===== src/rtl/lbus_arbiter.sv =====
// Two-master round-robin arbiter for the 16-bit local bus.
// Each granted transaction gets a fixed address setup time followed by a fixed-width active-low strobe.
module lbus_arbiter #(
    parameter int SETUP   = 8,
    parameter int PULSE_W = 8
) (
    input  logic        clk,
    input  logic        rst,
    input  logic        req0,
    input  logic        req1,
    input  logic        rw0,
    input  logic        rw1,
    input  logic [15:0] addr0,
    input  logic [15:0] addr1,
    input  logic [15:0] wdata0,
    input  logic [15:0] wdata1,
    output logic        ack0,
    output logic        ack1,
    output logic [15:0] rdata0,
    output logic [15:0] rdata1,
    output logic [15:0] lbus_a,
    output logic [15:0] lbus_dw,
    input  logic [15:0] lbus_dr,
    output logic        lbus_wr,
    output logic        lbus_rd,
    output logic        grant,
    output logic        busy
);

    typedef enum logic [1:0] {ST_IDLE, ST_SETUP, ST_STROBE, ST_DONE} state_t;

    localparam logic [7:0] SETUP_LAST = 8'(SETUP - 1);
    localparam logic [7:0] PULSE_LAST = 8'(PULSE_W - 1);

    state_t      state_reg, state_next;
    logic [7:0]  cnt_reg;
    logic [15:0] lbus_a_reg, lbus_dw_reg;
    logic        rw_reg, grant_reg, last_reg;
    logic        lbus_wr_reg, lbus_rd_reg;

    logic        grant_go, setup_end, strobe_end, sel;
    logic [1:0]  req_vec, rw_vec, ack_vec;
    logic [15:0] addr_arr  [2];
    logic [15:0] wdata_arr [2];
    logic [15:0] rdata_arr [2];

    assign req_vec      = {req1, req0};
    assign rw_vec       = {rw1, rw0};
    assign addr_arr[0]  = addr0;
    assign addr_arr[1]  = addr1;
    assign wdata_arr[0] = wdata0;
    assign wdata_arr[1] = wdata1;

    always_ff @(posedge clk) begin
        if (rst) begin
            state_reg <= ST_IDLE;
        end else begin
            state_reg <= state_next;
        end
    end

    always_comb begin
        state_next = state_reg;
        case (state_reg)
            ST_IDLE:   if (|req_vec)  state_next = ST_SETUP;
            ST_SETUP:  if (setup_end) state_next = ST_STROBE;
            ST_STROBE: if (strobe_end) state_next = ST_DONE;
            ST_DONE:   state_next = ST_IDLE;
            default:   state_next = ST_IDLE;
        endcase
    end

    // On a tie the master that did not own the previous transaction wins.
    always_comb begin
        busy       = (state_reg != ST_IDLE);
        grant_go   = (state_reg == ST_IDLE) && (|req_vec);
        setup_end  = (state_reg == ST_SETUP) && (cnt_reg == SETUP_LAST);
        strobe_end = (state_reg == ST_STROBE) && (cnt_reg == PULSE_LAST);
        sel        = (req_vec == 2'b11) ? ~last_reg : req_vec[1];
    end

    always_ff @(posedge clk) begin
        if (rst) begin
            cnt_reg     <= '0;
            lbus_a_reg  <= '0;
            lbus_dw_reg <= '0;
            rw_reg      <= 1'b0;
            grant_reg   <= 1'b0;
            last_reg    <= 1'b1;
            lbus_wr_reg <= 1'b1;
            lbus_rd_reg <= 1'b1;
        end else if (grant_go) begin
            lbus_a_reg  <= addr_arr[sel];
            lbus_dw_reg <= wdata_arr[sel];
            rw_reg      <= rw_vec[sel];
            grant_reg   <= sel;
            cnt_reg     <= '0;
        end else if (setup_end) begin
            cnt_reg <= '0;
            if (rw_reg) begin
                lbus_wr_reg <= 1'b0;
            end else begin
                lbus_rd_reg <= 1'b0;
            end
        end else if (strobe_end) begin
            cnt_reg     <= '0;
            lbus_wr_reg <= 1'b1;
            lbus_rd_reg <= 1'b1;
            last_reg    <= grant_reg;
        end else if (state_reg == ST_SETUP || state_reg == ST_STROBE) begin
            cnt_reg <= cnt_reg + 8'd1;
        end
    end

    // Per-master completion pulse and read-data holding register.
    for (genvar gi = 0; gi < 2; gi++) begin : g_master
        logic        ack_reg;
        logic [15:0] rdata_reg;
        logic        mine;

        assign mine = strobe_end && (grant_reg == 1'(gi));

        always_ff @(posedge clk) begin
            if (rst) begin
                ack_reg   <= 1'b0;
                rdata_reg <= '0;
            end else begin
                ack_reg <= mine;
                if (mine && !rw_reg) begin
                    rdata_reg <= lbus_dr;
                end
            end
        end

        assign ack_vec[gi]   = ack_reg;
        assign rdata_arr[gi] = rdata_reg;
    end

    assign ack0    = ack_vec[0];
    assign ack1    = ack_vec[1];
    assign rdata0  = rdata_arr[0];
    assign rdata1  = rdata_arr[1];
    assign lbus_a  = lbus_a_reg;
    assign lbus_dw = lbus_dw_reg;
    assign lbus_wr = lbus_wr_reg;
    assign lbus_rd = lbus_rd_reg;
    assign grant   = grant_reg;

endmodule


===== config.mk =====
export PLATFORM = sky130hd
export DESIGN_NAME = lbus_arbiter
export DESIGN_NICKNAME = d
export VERILOG_FILES = /design/src/rtl/lbus_arbiter.sv
export SDC_FILE = /design/constraint.sdc
export NUM_CORES = 1
export LEC_CHECK = 0
export ABC_CLOCK_PERIOD_IN_PS = 2200
export CAP_MARGIN = 20
export CORE_UTILIZATION = 39
export CTS_BUF_LIST = sky130_fd_sc_hd__clkbuf_4
export DETAILED_ROUTE_END_ITERATION = 7
export HOLD_SLACK_MARGIN = 0.06
export PLACE_DENSITY = 0.84
export SYNTH_ARGS = -nofsm -noshare
export SYNTH_HDL_FRONTEND = slang
export SYNTH_SLANG_ARGS = --single-unit

===== constraint.sdc =====
create_clock -name clk -period 2.2 [get_ports clk]
set_input_delay 0.33 -clock clk [delete_from_list [all_inputs] [get_ports clk]]
set_output_delay 0.33 -clock clk [all_outputs]
set_load 0.02 [all_outputs]

=== Word-level counts from Yosys, hierarchy flattened ===
Cells that the tools add are included.

* Add/subtract/negate cells: 1
* Magnitude comparators: 2
* Equal/unequal tests: 10
* Muxes and demuxes: 18
* Bitwise logic cells: 5
* Reduce and logical (&&, ||, !) cells: 18

{| class="wikitable"
|+ Operators by type and width
! cell !! count
|-
| two-way mux 16 bit || 6
|-
| AND reduction 3 bit || 4
|-
| adder 8 x 1 -> 8 bit (second input constant) || 1
|-
| == test 8 x 3 -> 1 bit (second input constant) || 1
|-
| two-way mux 1 bit || 8
|-
| inequality test 2 bit (second input constant) || 4
|-
| case mux 2 bit (4 select lines) || 1
|-
| logical AND 1 bit || 7
|-
| == test 2 bit (second input constant) || 3
|-
| two-way mux 2 bit || 3
|-
| NOT 1 bit || 4
|-
| nonzero test 2 bit || 2
|-
| OR reduction 4 bit || 1
|-
| == test 2 x 1 -> 1 bit (second input constant) || 1
|-
| >= comparator 2 bit (second input constant) || 1
|-
| logical NOT 2 bit || 1
|-
| less-than comparator 1 x 2 -> 1 bit (second input constant) || 1
|-
| inequality test 2 x 1 -> 1 bit (second input constant) || 1
|-
| NOT 1 -> 2 bit || 1
|-
| OR reduction 2 bit || 1
|-
| logical NOT 1 bit || 1
|-
| logical OR 1 bit || 1
|}

* Register bits: 81
* Output and inout port bits: 70

=== Longest topological paths before layout ===
* Depth in word-level cells: 6
* Gate-level depth with buffers: 8
* Depth with buffers taken out: 6

=== Least setup slack after synthesis ===
No wires, ideal clock.

* Path kind: register to register
* Start point: register cnt_reg[0]
* End point: register g_master[1].rdata_reg[10] (netlist: rdata1[10])
* Arrival time: 2,062 ps
* Required time: 2,066 ps
* Setup slack: 4 ps
* Cell stages (with the launch flop): 7
* Path buffers: 1
* Period minus slack after synthesis: 2,196 ps
* Cells stage by stage: dfxtp_1 > ha_1 > or4b_4 > nor4_4 > buf_8 > mux2i_1 > nor2_2

* Cells in the longest elaborated chain, start to end: 4

{| class="wikitable"
|+ Ends and longest elaborated chain
! what !! line !! text
|-
| from (decl) || 36 || <nowiki>logic [7:0] cnt_reg;</nowiki>
|-
| from (signal assigned) || 111 || <nowiki>cnt_reg <= cnt_reg + 8'd1;</nowiki>
|-
| == test 8 x 3 -> 1 bit || 78 || <nowiki>strobe_end = (state_reg == ST_STROBE) && (cnt_reg == PULSE_LAST);</nowiki>
|-
| logical AND 1 bit || 78 ||
|-
| logical AND 1 bit || 121 || <nowiki>assign mine = strobe_end && (grant_reg == 1'(gi));</nowiki>
|-
| logical AND 1 bit || 129 || <nowiki>if (mine && !rw_reg) begin</nowiki>
|-
| to (signal assigned) || 130 || <nowiki>rdata_reg <= lbus_dr;</nowiki>
|-
| to (decl) || 118 || <nowiki>logic [15:0] rdata_reg;</nowiki>
|}

No other way between the ends.
A chain may end at the register's enable or synchronous reset.

=== Final worst setup path ===
* Start point: register cnt_reg[0]
* End point: register g_master[1].rdata_reg[14] (netlist: rdata1[14])

The elaborated chain is that of the path after synthesis.

==> metrics.md <==
| Metric | Value |
|---|---|
| Critical path arrival | 2.37 ns |
| CP Cell Sequence | ha_1, or4b_4, nor4_4, buf_12, mux2i_1, nor2_2 |
| Multi-input gate area | 1693 µm² |
| Synth warnings | 0 |
| Remaining antenna violation count | 0 |
| Ports | 156 |
| Post-DP HPWL | 6058 µm |
| Layout cells sized above 1 | 9.054% |
| Initial DRT Pass Iterations | 4 |
| Drc violations | 0 |
| Die H | 95.52 µm |
| CTS Root Cell | clkbuf_4 |
| Reg area | 1622 µm² |
| Hold WC Path Type | primary input to flip-flop |
| Fin. Hold Viols | 0 |
| CP Capture Type | flip-flop |
| Post-synthesis adder-cell area fraction | 1.834% |
| Slowest CP cell | or4b_4 |
| Post-route minimum period | 2.052 ns |
| Clock tree sinks | 81 |
| Die W | 95.52 µm |
| Die area | 9123 µm² |
| Outcome | completed |
| Startpoint types | flip-flop |
| Mapped Avg Cell Area | 9.973 µm² |
| Simple-gate share of the synthesized area | 16.03% |
| P_leak | 0.002018 µW |
| Worst Hold Endpoint | grant$_SDFFE_PP0P_ |
| Synth Register Bits | 81 |
| Clock Latency Late Sink | 0.43 ns |
| Post-synthesis mux area share | 19.66% |
| Final setup fails | 0 |
| # rows | 33 |
| Clk slew on worst S/H paths | 0.14 ns |
| Hold path startpoint | rst |
| Main combinational cell family by area after synthesis | multiplexers |
| GRT Resource Usage Total | 18.41% |
| Largest net degree at the start of global routing | 67 |
| Hold depth | 2 |
| Critical Path RT | 2.52 ns |
| # nets final | 583 |
| Final worst path period share | 93.27% |
| # hold bufs at CTS | 0 |
| Area grow syn2layout | 54.33% |
| Ys async rst share | 0% |
| Grt ovf | 0 |
| Worst reg2reg startpoint | cnt_reg[0]$_SDFFE_PP0P_ |
| Via/cell ratio | 4.857 |
| Count leader, synth | dfxtp_1 |
| Buffers added on ports | 155 |
| R2R Setup Slk | 0.15 ns |
| Clock tree from TritonCTS | yes |
| Post-synth top cells | dfxtp_1 (81), nor2_1 (72), mux2i_1 (67), a211oi_1 (33), clkbuf_1 (16) |
| Finished Cell Area | 5264 µm² |
| Final GP Congestion | 0.8251 |
| Setup TNS Final | 0 ns |
| Register area share after synthesis | 47.54% |
| Fillcell total | 671 |
| Post-synth top area share | 47.54% |
| CP max stage delay | 0.50 ns |
| Synth Area in Compound Gates | 9.574% |
| Fmax achieved | 0.4874 GHz |
| CTS buffer count | 9 |
| Number of flops mapped to enable cells by yosys | 0 |
| Setup Fix Bufs, Post-CTS | 0 |
| Initial core utilization | 40.89% |
| Distinct cells, synth | 38 |
| Core ar. | 8341 µm² |
| First-pass GRT wire length | 12950 µm |
| Iter 0 DRT Violations | 52 |
| Vias in the first global route | 2807 |
| XOR/XNOR Fraction of Synth Area | 1.798% |
| Synth Instances | 342 |
| Maximum vdd drop | 0.0004613 V |
| Most used DFF post-synth | dfxtp_1 |
| Final Max Slew Viols | 0 |
| WP buf/inv | 1 |
| Final wirelength | 8175 µm |
| Reg2Reg Depth | 6 |
| Critical path type | flip-flop to flip-flop |
| Yosys top cell by area | dfxtp_1 |
| RSZ-0062 raised after global routing | no |
| Placed cell areas | 5107 µm² |
| Synth top area cells | dfxtp_1 (48%), mux2i_1 (20%), nor2_1 (7.9%), a211oi_1 (7.3%), ha_1 (1.8%) |
| Max-cap violations | 0 |
| Antenna cells | 0 |
| Crit Path Max Fanout | 16 |
| CTS max path bufs | 2 |
| Max-slew headroom | 59.16% |
| Mapped Area | 3411 µm² |
| Htree depth | 3 |
| Least-Margin Pin Slew | 0.6126 ns |
| Reg2reg end | rdata1[14]$_SDFFE_PP0P_ |
| Initial antenna violation count | 0 |
| Pwr Density | 846.0 nW/µm² |
| Crit-path leading delay family | simple AND/OR/NAND/NOR gates |
| Syn nets | 433 |
| Final Skew | 0.02213 ns |
| Drt wl/cell | 13.58 µm |
| Vias post-DR | 2924 |
## kinds of logic (layout without fill, tap and decap cells)
| logic type | Yosys count | in the layout |
|---|---|---|
| AND/OR/NAND/NOR | 111 | 111 |
| flip-flops | 81 | 81 |
| adder cells (fa/ha/maj) | 5 | 5 |
| buffers and inverters | 28 | 183 |
| AO/OA/AOI/OAI | 43 | 43 |
| multiplexers | 67 | 67 |
| XOR/XNOR | 7 | 7 |
## stage by stage
stage | setup slack, ns | std cells | util (%) | power, µW | hold WS, ns
global route | 0.04392 | 602 | 63.11 | 4721 | 0.4164
global placement | 0.2267 | 586 | 61.24 | 3504 | 0.4768
detailed placement | 0.1463 | 586 | 61.24 | 3551 | 0.4821
floorplan | 0.004047 | 342 | - | 2800 | 0.4739
finish | 0.1482 | 602 | 63.11 | 4453 | 0.4040
CTS | 0.1457 | 602 | 63.04 | 4497 | 0.3842
## final cells by class
cell class	count	area share (%)
Multi-Input combinational cell	233	32.16
Timing Repair Buffer	162	31.30
Sequential cell	81	30.81
Tap cell	105	2.496
Clock inverter	7	1.593
Clock buffer	9	1.284
Inverter	5	0.3565
## worst max path at each step
stage	slack [ns]	from	cells past startpoint	end
3_5_place_dp	0.15	cnt_reg[0]$_SDFFE_PP0P_	6	rdata1[8]$_SDFFE_PP0P_
5_1_grt	0.04	cnt_reg[0]$_SDFFE_PP0P_	6	rdata1[11]$_SDFFE_PP0P_
4_1_cts	0.15	cnt_reg[0]$_SDFFE_PP0P_	6	rdata1[14]$_SDFFE_PP0P_
2_1_floorplan	0.004	cnt_reg[0]$_SDFFE_PP0P_	6	rdata1[10]$_SDFFE_PP0P_
3_3_place_gp	0.23	cnt_reg[0]$_SDFFE_PP0P_	6	rdata1[11]$_SDFFE_PP0P_
6_report	0.15	cnt_reg[0]$_SDFFE_PP0P_	6	rdata1[14]$_SDFFE_PP0P_
## where the power goes
group          switching (µW)  leakage [µW]  internal (µW)  total [µW]
clock network             567     0.0000794            368         935
registers                 128      0.000662           1680        1810
logic                     917       0.00128            790        1710
total                    1610       0.00202           2840        4450
## routing by layer
layer	share of wire [%]	GRT usage, %	up-vias
met3	8.1	6.061	10
met4	1.1	6.343	0
met2	49	31.25	110
li1	-	-	1507
met1	42	21.71	1297
met5	0	0	-
## worst reg2reg max path: cells and delay by family (launching register included)
kind	cells	cell delay (ns)
AND/OR/NAND/NOR	3	0.85
flip-flops	1	0.42
adder cells (fa/ha/maj)	1	0.24
multiplexers	1	0.24
buffers and inverters	1	0.21
## timing repair
item / CTS / global route
gates resized for setup: 1 / 1
pin swaps: 0 / 0
setup endpoints to repair: 1 / 2
## layout by cell type (no fill, tap or decap), types with 2 or more instances in the layout
cell and count:
dfxtp_1 81, mux2i_1 67, inv_1 5, xnor2_1 4, nor4_1 2, or2_2 2, inv_6 3, or3b_2 2
nand2_1 6, o32a_1 2, nor2_1 71, xor2_1 3, buf_12 4, o21ai_0 2, a211oi_1 33, nand4_1 4
clkdlybuf4s50_1 153, nor2_2 10, buf_4 3, ha_1 5, clkbuf_4 9
No activity file was read; power rests on OpenSTA's default activity.
